<file path="config.mk">
export PLATFORM = sky130hd
export DESIGN_NAME = trace_buffer
export DESIGN_NICKNAME = d
export VERILOG_FILES = /design/src/rtl/trace_buffer_pkg.sv /design/src/rtl/trace_buffer_fifo.sv /design/src/rtl/trace_buffer.sv
export SDC_FILE = /design/constraint.sdc
export NUM_CORES = 2
export LEC_CHECK = 0
export CORE_ASPECT_RATIO = 0.6
export CORE_MARGIN = 1.5
export CORE_UTILIZATION = 55
export DETAILED_ROUTE_END_ITERATION = 6
export GPL_ROUTABILITY_DRIVEN = 0
export HOLD_SLACK_MARGIN = 0.12
export PLACE_DENSITY_LB_ADDON = 0.2
export SLEW_MARGIN = 20
export SYNTH_ARGS = -nofsm -noshare
export SYNTH_HDL_FRONTEND = slang
export SYNTH_HIERARCHICAL = 1
export SYNTH_SLANG_ARGS = --single-unit
</file>
<file path="constraint.sdc">
create_clock -name clk -period 7.7 [get_ports clk]
set_input_delay 0.77 -clock clk [delete_from_list [all_inputs] [get_ports clk]]
set_output_delay 0.77 -clock clk [all_outputs]
set_load 0.01 [all_outputs]
</file>
<file path="src/rtl/trace_buffer_pkg.sv">
// ryuki_datatypes: shared types for the Ryuki trace path.
//   trace_buffer_state_t - drop/marker FSM encoding used by trace_buffer.
//   trace_entry_bits()   - packed width of one trace_entry_t for given widths.
// Optional feature macro: TRACE_BUFFER_MARKER_EN (adds the MARKER_PEND state).
package ryuki_datatypes;

`ifdef TRACE_BUFFER_MARKER_EN
    typedef enum logic [1:0] {
        NORMAL      = 2'd0,
        DROPPING    = 2'd1,
        MARKER_PEND = 2'd2
    } trace_buffer_state_t;
`else
    typedef enum logic [1:0] {
        NORMAL   = 2'd0,
        DROPPING = 2'd1
    } trace_buffer_state_t;
`endif

    // trace_entry_t = {is_marker, addr, instr, start, end}; its field widths
    // follow the owning module's parameters, so the typedef itself lives in
    // trace_buffer and this helper gives its packed width.
    function automatic int unsigned trace_entry_bits(input int unsigned addr_w,
                                                     input int unsigned data_w,
                                                     input int unsigned count_w);
        return 1 + addr_w + data_w + 2 * count_w;
    endfunction

endpackage

</file>
<file path="src/rtl/trace_buffer_fifo.sv">
// trace_fifo: generic DEPTH x WIDTH storage FIFO with a combinational head.
//   clk, rst      - clock, asynchronous active-high reset (pointers only)
//   push, din     - write din at the tail
//   pop           - retire the head
//   dout          - current head entry (valid when !empty)
//   full, empty   - status; pointers carry one extra wrap bit to tell them apart
//   count         - occupied entries, 0..DEPTH
// The caller must not push while full unless it pops in the same cycle.
module trace_fifo
    import ryuki_datatypes::*;
#(
    parameter int unsigned DEPTH = 16,
    parameter int unsigned WIDTH = 8
) (
    input  logic                     clk,
    input  logic                     rst,
    input  logic                     push,
    input  logic                     pop,
    input  logic [WIDTH-1:0]         din,
    output logic [WIDTH-1:0]         dout,
    output logic                     full,
    output logic                     empty,
    output logic [$clog2(DEPTH):0]   count
);

    localparam int unsigned AW = $clog2(DEPTH);

    logic [WIDTH-1:0] mem [DEPTH];
    logic [AW:0]      wr_ptr;
    logic [AW:0]      rd_ptr;

    always_ff @(posedge clk or posedge rst) begin
        if (rst) begin
            wr_ptr <= '0;
            rd_ptr <= '0;
        end else begin
            if (push) wr_ptr <= wr_ptr + (AW+1)'(1);
            if (pop)  rd_ptr <= rd_ptr + (AW+1)'(1);
        end
    end

    // Push into a full FIFO with a concurrent pop writes the slot the head
    // is leaving; the head is read before the edge, so no data is lost.
    always_ff @(posedge clk) begin
        if (push) mem[wr_ptr[AW-1:0]] <= din;
    end

    assign dout  = mem[rd_ptr[AW-1:0]];
    assign empty = (wr_ptr == rd_ptr);
    assign full  = (wr_ptr[AW] != rd_ptr[AW]) &&
                   (wr_ptr[AW-1:0] == rd_ptr[AW-1:0]);
    assign count = wr_ptr - rd_ptr;

endmodule

</file>
<file path="src/rtl/trace_buffer.sv">
// trace_buffer: Ryuki trace back-end.
//   Owns the free-running cycle counter (cycle_count_o) used as timestamp
//   source, buffers completed trace records (rec_*) in a DEPTH-entry FIFO and
//   drains them over out_valid/out_ready. Records captured while the FIFO
//   cannot accept them are dropped and counted in dropped_total (saturating).
// Ports:
//   clk, rst           - clock, asynchronous active-high reset
//   trace_en           - capture enable for rec_valid
//   cycle_count_o      - cycle counter, wraps mod 2^COUNT_WIDTH
//   rec_valid, rec_*   - one completed record per pulse
//   out_valid/out_ready- head handshake; out_* hold while stalled
//   out_is_marker      - head is an overflow marker (out_instr = drop count)
//   fill_level         - occupied FIFO entries
//   dropped_total      - lifetime drop count, saturating
// Optional macro TRACE_BUFFER_MARKER_EN: emit overflow marker entries after a
// drop burst. Without it drops are only counted and out_is_marker is 0.
module trace_buffer
    import ryuki_datatypes::*;
#(
    parameter int unsigned ADDR_WIDTH  = 32,
    parameter int unsigned DATA_WIDTH  = 32,
    parameter int unsigned COUNT_WIDTH = 32,
    parameter int unsigned DEPTH       = 16,
    parameter int unsigned DROP_WIDTH  = 16
) (
    input  logic                     clk,
    input  logic                     rst,
    input  logic                     trace_en,
    output logic [COUNT_WIDTH-1:0]   cycle_count_o,
    input  logic                     rec_valid,
    input  logic [ADDR_WIDTH-1:0]    rec_addr,
    input  logic [DATA_WIDTH-1:0]    rec_instr,
    input  logic [COUNT_WIDTH-1:0]   rec_start,
    input  logic [COUNT_WIDTH-1:0]   rec_end,
    output logic                     out_valid,
    input  logic                     out_ready,
    output logic                     out_is_marker,
    output logic [ADDR_WIDTH-1:0]    out_addr,
    output logic [DATA_WIDTH-1:0]    out_instr,
    output logic [COUNT_WIDTH-1:0]   out_start,
    output logic [COUNT_WIDTH-1:0]   out_end,
    output logic [$clog2(DEPTH):0]   fill_level,
    output logic [DROP_WIDTH-1:0]    dropped_total
);

    typedef struct packed {
        logic                   is_marker;
        logic [ADDR_WIDTH-1:0]  addr;
        logic [DATA_WIDTH-1:0]  instr;
        logic [COUNT_WIDTH-1:0] start_ts;
        logic [COUNT_WIDTH-1:0] end_ts;
    } trace_entry_t;

    localparam int unsigned EW = trace_entry_bits(ADDR_WIDTH, DATA_WIDTH, COUNT_WIDTH);

    logic [COUNT_WIDTH-1:0] cycle_q;
    trace_buffer_state_t    state_q, state_d;
    logic [DROP_WIDTH-1:0]  pend_q, pend_d, pend_inc;
    logic [DROP_WIDTH-1:0]  drop_total_q;

    logic         capture, pop, can_push, push, drop;
    logic         fifo_full, fifo_empty;
    trace_entry_t rec_entry, fifo_din, head;
    logic [EW-1:0] fifo_dout;

    // ---------------- cycle counter ----------------
    always_ff @(posedge clk or posedge rst) begin
        if (rst) cycle_q <= '0;
        else     cycle_q <= cycle_q + COUNT_WIDTH'(1);
    end
    assign cycle_count_o = cycle_q;

    // ---------------- acceptance ----------------
    assign capture  = rec_valid && trace_en;
    assign pop      = !fifo_empty && out_ready;
    assign can_push = !fifo_full || pop;
    assign pend_inc = (pend_q == '1) ? pend_q : pend_q + DROP_WIDTH'(1);

    always_comb begin
        rec_entry           = '0;
        rec_entry.addr      = rec_addr;
        rec_entry.instr     = rec_instr;
        rec_entry.start_ts  = rec_start;
        rec_entry.end_ts    = rec_end;
    end

    // ---------------- drop / marker FSM ----------------
    always_ff @(posedge clk or posedge rst) begin
        if (rst) begin
            state_q      <= NORMAL;
            pend_q       <= '0;
            drop_total_q <= '0;
        end else begin
            state_q <= state_d;
            pend_q  <= pend_d;
            if (drop && drop_total_q != '1)
                drop_total_q <= drop_total_q + DROP_WIDTH'(1);
        end
    end

    always_comb begin
        state_d  = state_q;
        pend_d   = pend_q;
        push     = 1'b0;
        drop     = 1'b0;
        fifo_din = rec_entry;
        unique case (state_q)
            NORMAL: begin
                if (capture) begin
                    if (can_push) begin
                        push = 1'b1;
                    end else begin
                        drop    = 1'b1;
                        pend_d  = DROP_WIDTH'(1);
                        state_d = DROPPING;
                    end
                end
            end
            DROPPING: begin
`ifdef TRACE_BUFFER_MARKER_EN
                // The marker owns the next free slot, so captures here are
                // dropped even when a slot opens this cycle.
                if (capture) begin
                    drop   = 1'b1;
                    pend_d = pend_inc;
                end
                if (can_push) state_d = MARKER_PEND;
`else
                if (can_push) begin
                    state_d = NORMAL;
                    pend_d  = '0;
                    push    = capture;
                end else if (capture) begin
                    drop   = 1'b1;
                    pend_d = pend_inc;
                end
`endif
            end
`ifdef TRACE_BUFFER_MARKER_EN
            MARKER_PEND: begin
                if (can_push) begin
                    push               = 1'b1;
                    fifo_din           = '0;
                    fifo_din.is_marker = 1'b1;
                    fifo_din.instr     = DATA_WIDTH'(pend_q);
                    fifo_din.start_ts  = cycle_q;
                    fifo_din.end_ts    = cycle_q;
                    state_d            = NORMAL;
                    pend_d             = '0;
                    if (capture) begin
                        drop    = 1'b1;
                        pend_d  = DROP_WIDTH'(1);
                        state_d = DROPPING;
                    end
                end else if (capture) begin
                    drop   = 1'b1;
                    pend_d = pend_inc;
                end
            end
`endif
            default: begin
                state_d = NORMAL;
                pend_d  = '0;
            end
        endcase
    end

    // ---------------- storage ----------------
    trace_fifo #(
        .DEPTH (DEPTH),
        .WIDTH (EW)
    ) u_fifo (
        .clk   (clk),
        .rst   (rst),
        .push  (push),
        .pop   (pop),
        .din   (fifo_din),
        .dout  (fifo_dout),
        .full  (fifo_full),
        .empty (fifo_empty),
        .count (fill_level)
    );

    // Head fields are forced to zero while empty so that the outputs show
    // their reset values immediately on rst, regardless of RAM contents.
    assign head      = fifo_dout;
    assign out_valid = !fifo_empty;
    assign out_addr  = out_valid ? head.addr     : '0;
    assign out_instr = out_valid ? head.instr    : '0;
    assign out_start = out_valid ? head.start_ts : '0;
    assign out_end   = out_valid ? head.end_ts   : '0;

`ifdef TRACE_BUFFER_MARKER_EN
    assign out_is_marker = out_valid && head.is_marker;
`else
    logic head_marker_unused;
    assign head_marker_unused = head.is_marker;
    assign out_is_marker      = 1'b0;
`endif

    assign dropped_total = drop_total_q;

endmodule
</file>
Word level (Yosys, flattened, before mapping)

Memory sizes are Yosys's and may differ from the RTL's.
Cells that the tools add are included.

RAM bits: 2048
Bits of input ports: 133
Word-level logic and storage cells: 47
Flip-flop bits (word level): 60
Memories: 1

Memory list:

| name       | words | bits a word | rd ports | clocked after memory_dff | wr ports | RTL line                | text |
|---|---|---|---|---|---|---|---|
| u_fifo.mem | 16    | 128         | 1        | 0                        | 1        | trace_buffer_fifo.sv:28 | `logic [WIDTH-1:0] mem [DEPTH];` |

Eq/ne operators: 8
Multiplexer cells: 19
Reductions and logical operators: 9
Add/subtract/negate cells: 5

Operator list:

| cell                                                | count |
|---|---|
| two-way mux 32 bit                                  | 4 |
| adder 32 x 1 -> 32 bit, second input constant       | 1 |
| adder 16 x 1 -> 16 bit, second input constant       | 1 |
| != test 16 bit, second input constant               | 1 |
| adder 5 x 1 -> 5 bit, second input constant         | 2 |
| two-way mux 1 bit                                   | 9 |
| two-way mux 2 bit                                   | 3 |
| != test 2 bit, second input constant                | 3 |
| equality test 5 bit                                 | 1 |
| subtractor 5 bit                                    | 1 |
| equality test 4 bit                                 | 1 |
| logical AND 1 bit                                   | 4 |
| one-hot mux 1 bit (2 select lines)                  | 2 |
| one-hot mux 2 bit (2 select lines)                  | 1 |
| AND reduction 3 bit                                 | 1 |
| equality test 2 x 1 -> 1 bit, second input constant | 1 |
| logical NOT 1 bit                                   | 2 |
| logical NOT 2 bit                                   | 1 |
| logical OR 1 bit                                    | 1 |
| != test 1 bit                                       | 1 |

Depth between registers and ports, before layout

Word-level depth: 9
Depth in mapped cells: 14
Depth with buffers taken out: 10

Cells and area by module

Netlist, hierarchy kept.

Modules (own cells, without submodules):

| module       | area an instance (sq um) | instances | cells each | seq. area each (sq um) |
|---|---|---|---|---|
| trace_fifo   | 79029.5                  | 1         | 3508       | 62229.7 |
| trace_buffer | 3161.8                   | 1         | 354        | 1201.2 |

Least setup slack after synthesis

Ideal clock, no wire load.

Path type: flip-flop to flip-flop
Start point: register u_fifo.rd_ptr[1]
End point: memory u_fifo/mem[0][0] (netlist name), enable pin
Buffers on the path: 4
Data arrival time: 5547 ps
Slack: 1650 ps
Required time: 7197 ps
Cell stages (with the launch flop): 14
Cells stage by stage: dfrtp_1 -> buf_2 -> buf_2 -> clkbuf_1 -> inv_1 -> ha_1 -> nand4_1 -> nor2_1 -> nand2b_1 -> nand2_1 -> and3_1 -> clkbuf_1 -> nor3b_1 -> and2_1

Word-level cells in the longest chain between the ends: 9

Ends and longest elaborated chain:

| item                                      | RTL line                | text |
|---|---|---|
| start, declared                           | trace_buffer_fifo.sv:30 | `logic [AW:0] rd_ptr;` |
| start signal, assigned                    | trace_buffer_fifo.sv:38 | `if (pop) rd_ptr <= rd_ptr + (AW+1)'(1);` |
| equality test 5 bit *                     | trace_buffer_fifo.sv:49 | `assign empty = (wr_ptr == rd_ptr);` |
| via fifo_empty                            | trace_buffer.sv:62      | `logic fifo_full, fifo_empty;` |
| logical NOT 1 bit *                       | trace_buffer.sv:75      | `assign pop = !fifo_empty && out_ready;` |
| logical AND 1 bit *                       | trace_buffer.sv:75      |  |
| logical OR 1 bit *                        | trace_buffer.sv:76      | `assign can_push = !fifo_full \|\| pop;` |
| two-way mux 1 bit                         | trace_buffer.sv:110     | `if (can_push) begin` |
| two-way mux 1 bit                         | trace_buffer.sv:109     | `if (capture) begin` |
| one-hot mux 1 bit (2 select lines) *      | trace_buffer.sv:107     | `unique case (state_q)` |
| via push                                  | trace_buffer.sv:61      | `logic capture, pop, can_push, push, drop;` |
| two-way mux 1 bit *                       | trace_buffer_fifo.sv:45 | `if (push) mem[wr_ptr[AW-1:0]] <= din;` |
| two-way mux 1 bit (not written as such) * | trace_buffer_fifo.sv:45 |  |
| end, declared                             | trace_buffer_fifo.sv:28 |  |

Mark *: on every way through the listed nets, which the timed path passes. The rest lies on a longest branch.

Final worst setup path

Start point: register u_fifo.rd_ptr[1]
End point: output out_end[5]

Word-level cells in the longest chain between the ends: 2

Ends and longest elaborated chain:

| item                  | RTL line            | text |
|---|---|---|
| memory (16 x 128 bit) | n/a                 |  |
| via fifo_dout[5]      | trace_buffer.sv:64  | `logic [EW-1:0] fifo_dout;` |
| two-way mux 32 bit    | trace_buffer.sv:191 | `assign out_end = out_valid ? head.end_ts : '0;` |
| end, declared         | trace_buffer.sv:41  | `output logic [COUNT_WIDTH-1:0] out_end,` |

The timed path passes the listed nets, and every way through them passes these cells.

==> impl_metrics.ini <==
[outcome]
status = completed

[power]
p_seq_share_pct = 39.6
p_leak_nw = 29.89
clkPwrFrac_pct = 26.9
p_int_w = 0.02328
p_per_area_mw_per_mm2 = 363.5
swShare_pct = 31.02
p_comb_share_pct = 33.5
switching_power_w = 0.01047
vdd_drop_max_mv = 0.5459

[timing]
finalClockSkew_ns = 0.02390
worst_pin_slew_ns = 1.207
setup_viol = 0
max_freq_ghz = 0.1739
hold_viol = 0
fin_crit_sh_pct = 74.69
tns_ns = 0
min_period_ns = 5.751
slew_headroom_pct = 19.56
rsz0062_at_grt = false
maxSlewViolCount = 0

[cts]
clockBufferDepth = 3
clk-insertion-delay-late_ns = 0.79
clk_pin_slew_ns = 0.06
postCtsHoldBufs = 0
cts_resized = 0
cts_tree = yes
cts_root_buf = clkbuf_16
clock_sinks = 2106
cts-buffers-inserted = 183
htreeDepth = 4
cts_setup_buffers = 0

[grt]
track_usage_pct = 25.26
grt_max_degree = 139
overflow = 0
grt_pass1_vias = 39480
grt_pass1_wl_mm = 275.8
antenna_found_initial = 21

[yosys]
ys.warnings.count = 6
syn_nets = 3982
avgSynthCellArea_sq_um = 21.26
netlist_instances = 3837
syn_area_sq_mm = 0.08159

[setup_path]
critical_path_required_ns = 6.93
worstPathArrival_ns = 4.98
timing.rr.end = u_fifo/mem[0][124]$_DFFE_PP_
critPathLaunch = u_fifo/rd_ptr[1]$_DFFE_PP0P_
r2r_cells = 10
critPathCaptureType = output port
cp-endpoint = out_end[5]
critPathKind = reg2out
timing.rr.start = u_fifo/rd_ptr[3]$_DFFE_PP0P_
reg2reg_slack_ns = 2.88
start_kind = flip-flop
cp_max_fo = 138

[job]
max-cap-violations = 0

[min_path]
min_path_type = reg2reg

[final_layout]
drive_above_1_share_pct = 17.11
final_common_cell = edfxtp_1
fillers = 9837
fin_nets = 4321
utilization_pct = 63.03
final_cell_mix = edfxtp_1, mux2i_1, mux4_2
syn_to_final_growth_pct = 13.79

[detailed_routing]
drt_iter0_drc = 4652
drt_wl_total_mm = 189.6
wl_per_cell_um = 30.18
viasPerCell = 6.401
first_pass_iters = 6
antenna_left = 0
routed-via-count = 40200
drcViolationCount = 0

[floorplan]
die_h_um = 301.3
io_pins = 316
start_util_pct = 55.40
die_w_um = 500.2
core_sq_mm = 0.1473
dieArea_sq_mm = 0.1507
rows = 109

[placed_design]
hpwl_mm = 100.6
io_buffers = 314
[final cells by class]
class | instances | area [sq um] | area share (%)
Antenna cell | 13 | 32.53 | 0.03504
Tap cell | 1942 | 2430 | 2.617
Clock buffer | 220 | 4841 | 5.214
Inverter | 16 | 73.82 | 0.07951
Clock inverter | 115 | 1021 | 1.100
Sequential cell | 2106 | 62960 | 67.81
Multi-Input combinational cell | 1493 | 17590 | 18.95
Timing Repair Buffer | 376 | 3891 | 4.191
[critical path: stages, from the launching register on]
cell	delay, ns
dfrtp_4	0.77
buf_12	0.60
buf_4	0.83
mux2i_1	0.18
a22oi_1	0.30
mux2i_1	0.11
o21ai_0	0.56
nor2b_1	0.23
clkdlybuf4s50_1	0.55
[through the flow]
stage / hold slack [ns] / setup WS, ns / power (W) / instances / cell area (sq um)
floorplan: 0.4619 / 1.693 / 0.02046 / 3837 / 81590
global placement: 0.4811 / 2.626 / 0.02492 / 5932 / 86920
detailed placement: 0.4830 / 2.604 / 0.02496 / 5932 / 86920
CTS: 0.4951 / 1.700 / 0.03399 / 6267 / 92780
global route: 0.5002 / 1.653 / 0.03503 / 6278 / 92840
finish: 0.4906 / 1.949 / 0.03375 / 6281 / 92840
[flip-flops by register name (all words and copies together), names as in the netlist]
name	count
u_fifo/wr_ptr	5
dropped_total	16
u_fifo/mem	2048
cycle_count_o	32
u_fifo/rd_ptr	5
[routing by layer]
layer	GRT usage (%)	part of all wire [%]	up-vias	wire, um
met5	0	0.0047	-	9
met4	6.000	1.6	2	3104
met3	4.798	8.6	199	16370
met2	36.94	45	1854	85990
met1	39.74	44	21370	84110
li1	-	-	16770	-
[power by group through the flow]
stage,registers (W),clock network [W],logic (W)
global placement,0.0136,0,0.0113
global route,0.0134,0.00966,0.0120
detailed placement,0.0136,0,0.0113
finish,0.0134,0.00908,0.0113
CTS,0.0134,0.00922,0.0114
floorplan,0.0136,0,0.00689
[how the worst min path moves through the flow]
stage                                             from                            to  slack, ns  depth (start not counted)
after detailed placement  u_fifo/wr_ptr[4]$_DFFE_PP0P_  u_fifo/wr_ptr[4]$_DFFE_PP0P_       0.48                          1
after CTS                 u_fifo/wr_ptr[4]$_DFFE_PP0P_  u_fifo/wr_ptr[4]$_DFFE_PP0P_       0.50                          1
after floorplan           u_fifo/wr_ptr[4]$_DFFE_PP0P_  u_fifo/wr_ptr[4]$_DFFE_PP0P_       0.46                          1
after global placement    u_fifo/wr_ptr[4]$_DFFE_PP0P_  u_fifo/wr_ptr[4]$_DFFE_PP0P_       0.48                          1
final                     u_fifo/wr_ptr[4]$_DFFE_PP0P_  u_fifo/wr_ptr[4]$_DFFE_PP0P_       0.49                          1
after global routing      u_fifo/wr_ptr[4]$_DFFE_PP0P_  u_fifo/wr_ptr[4]$_DFFE_PP0P_       0.50                          1
No activity file was read; power rests on OpenSTA's default activity.
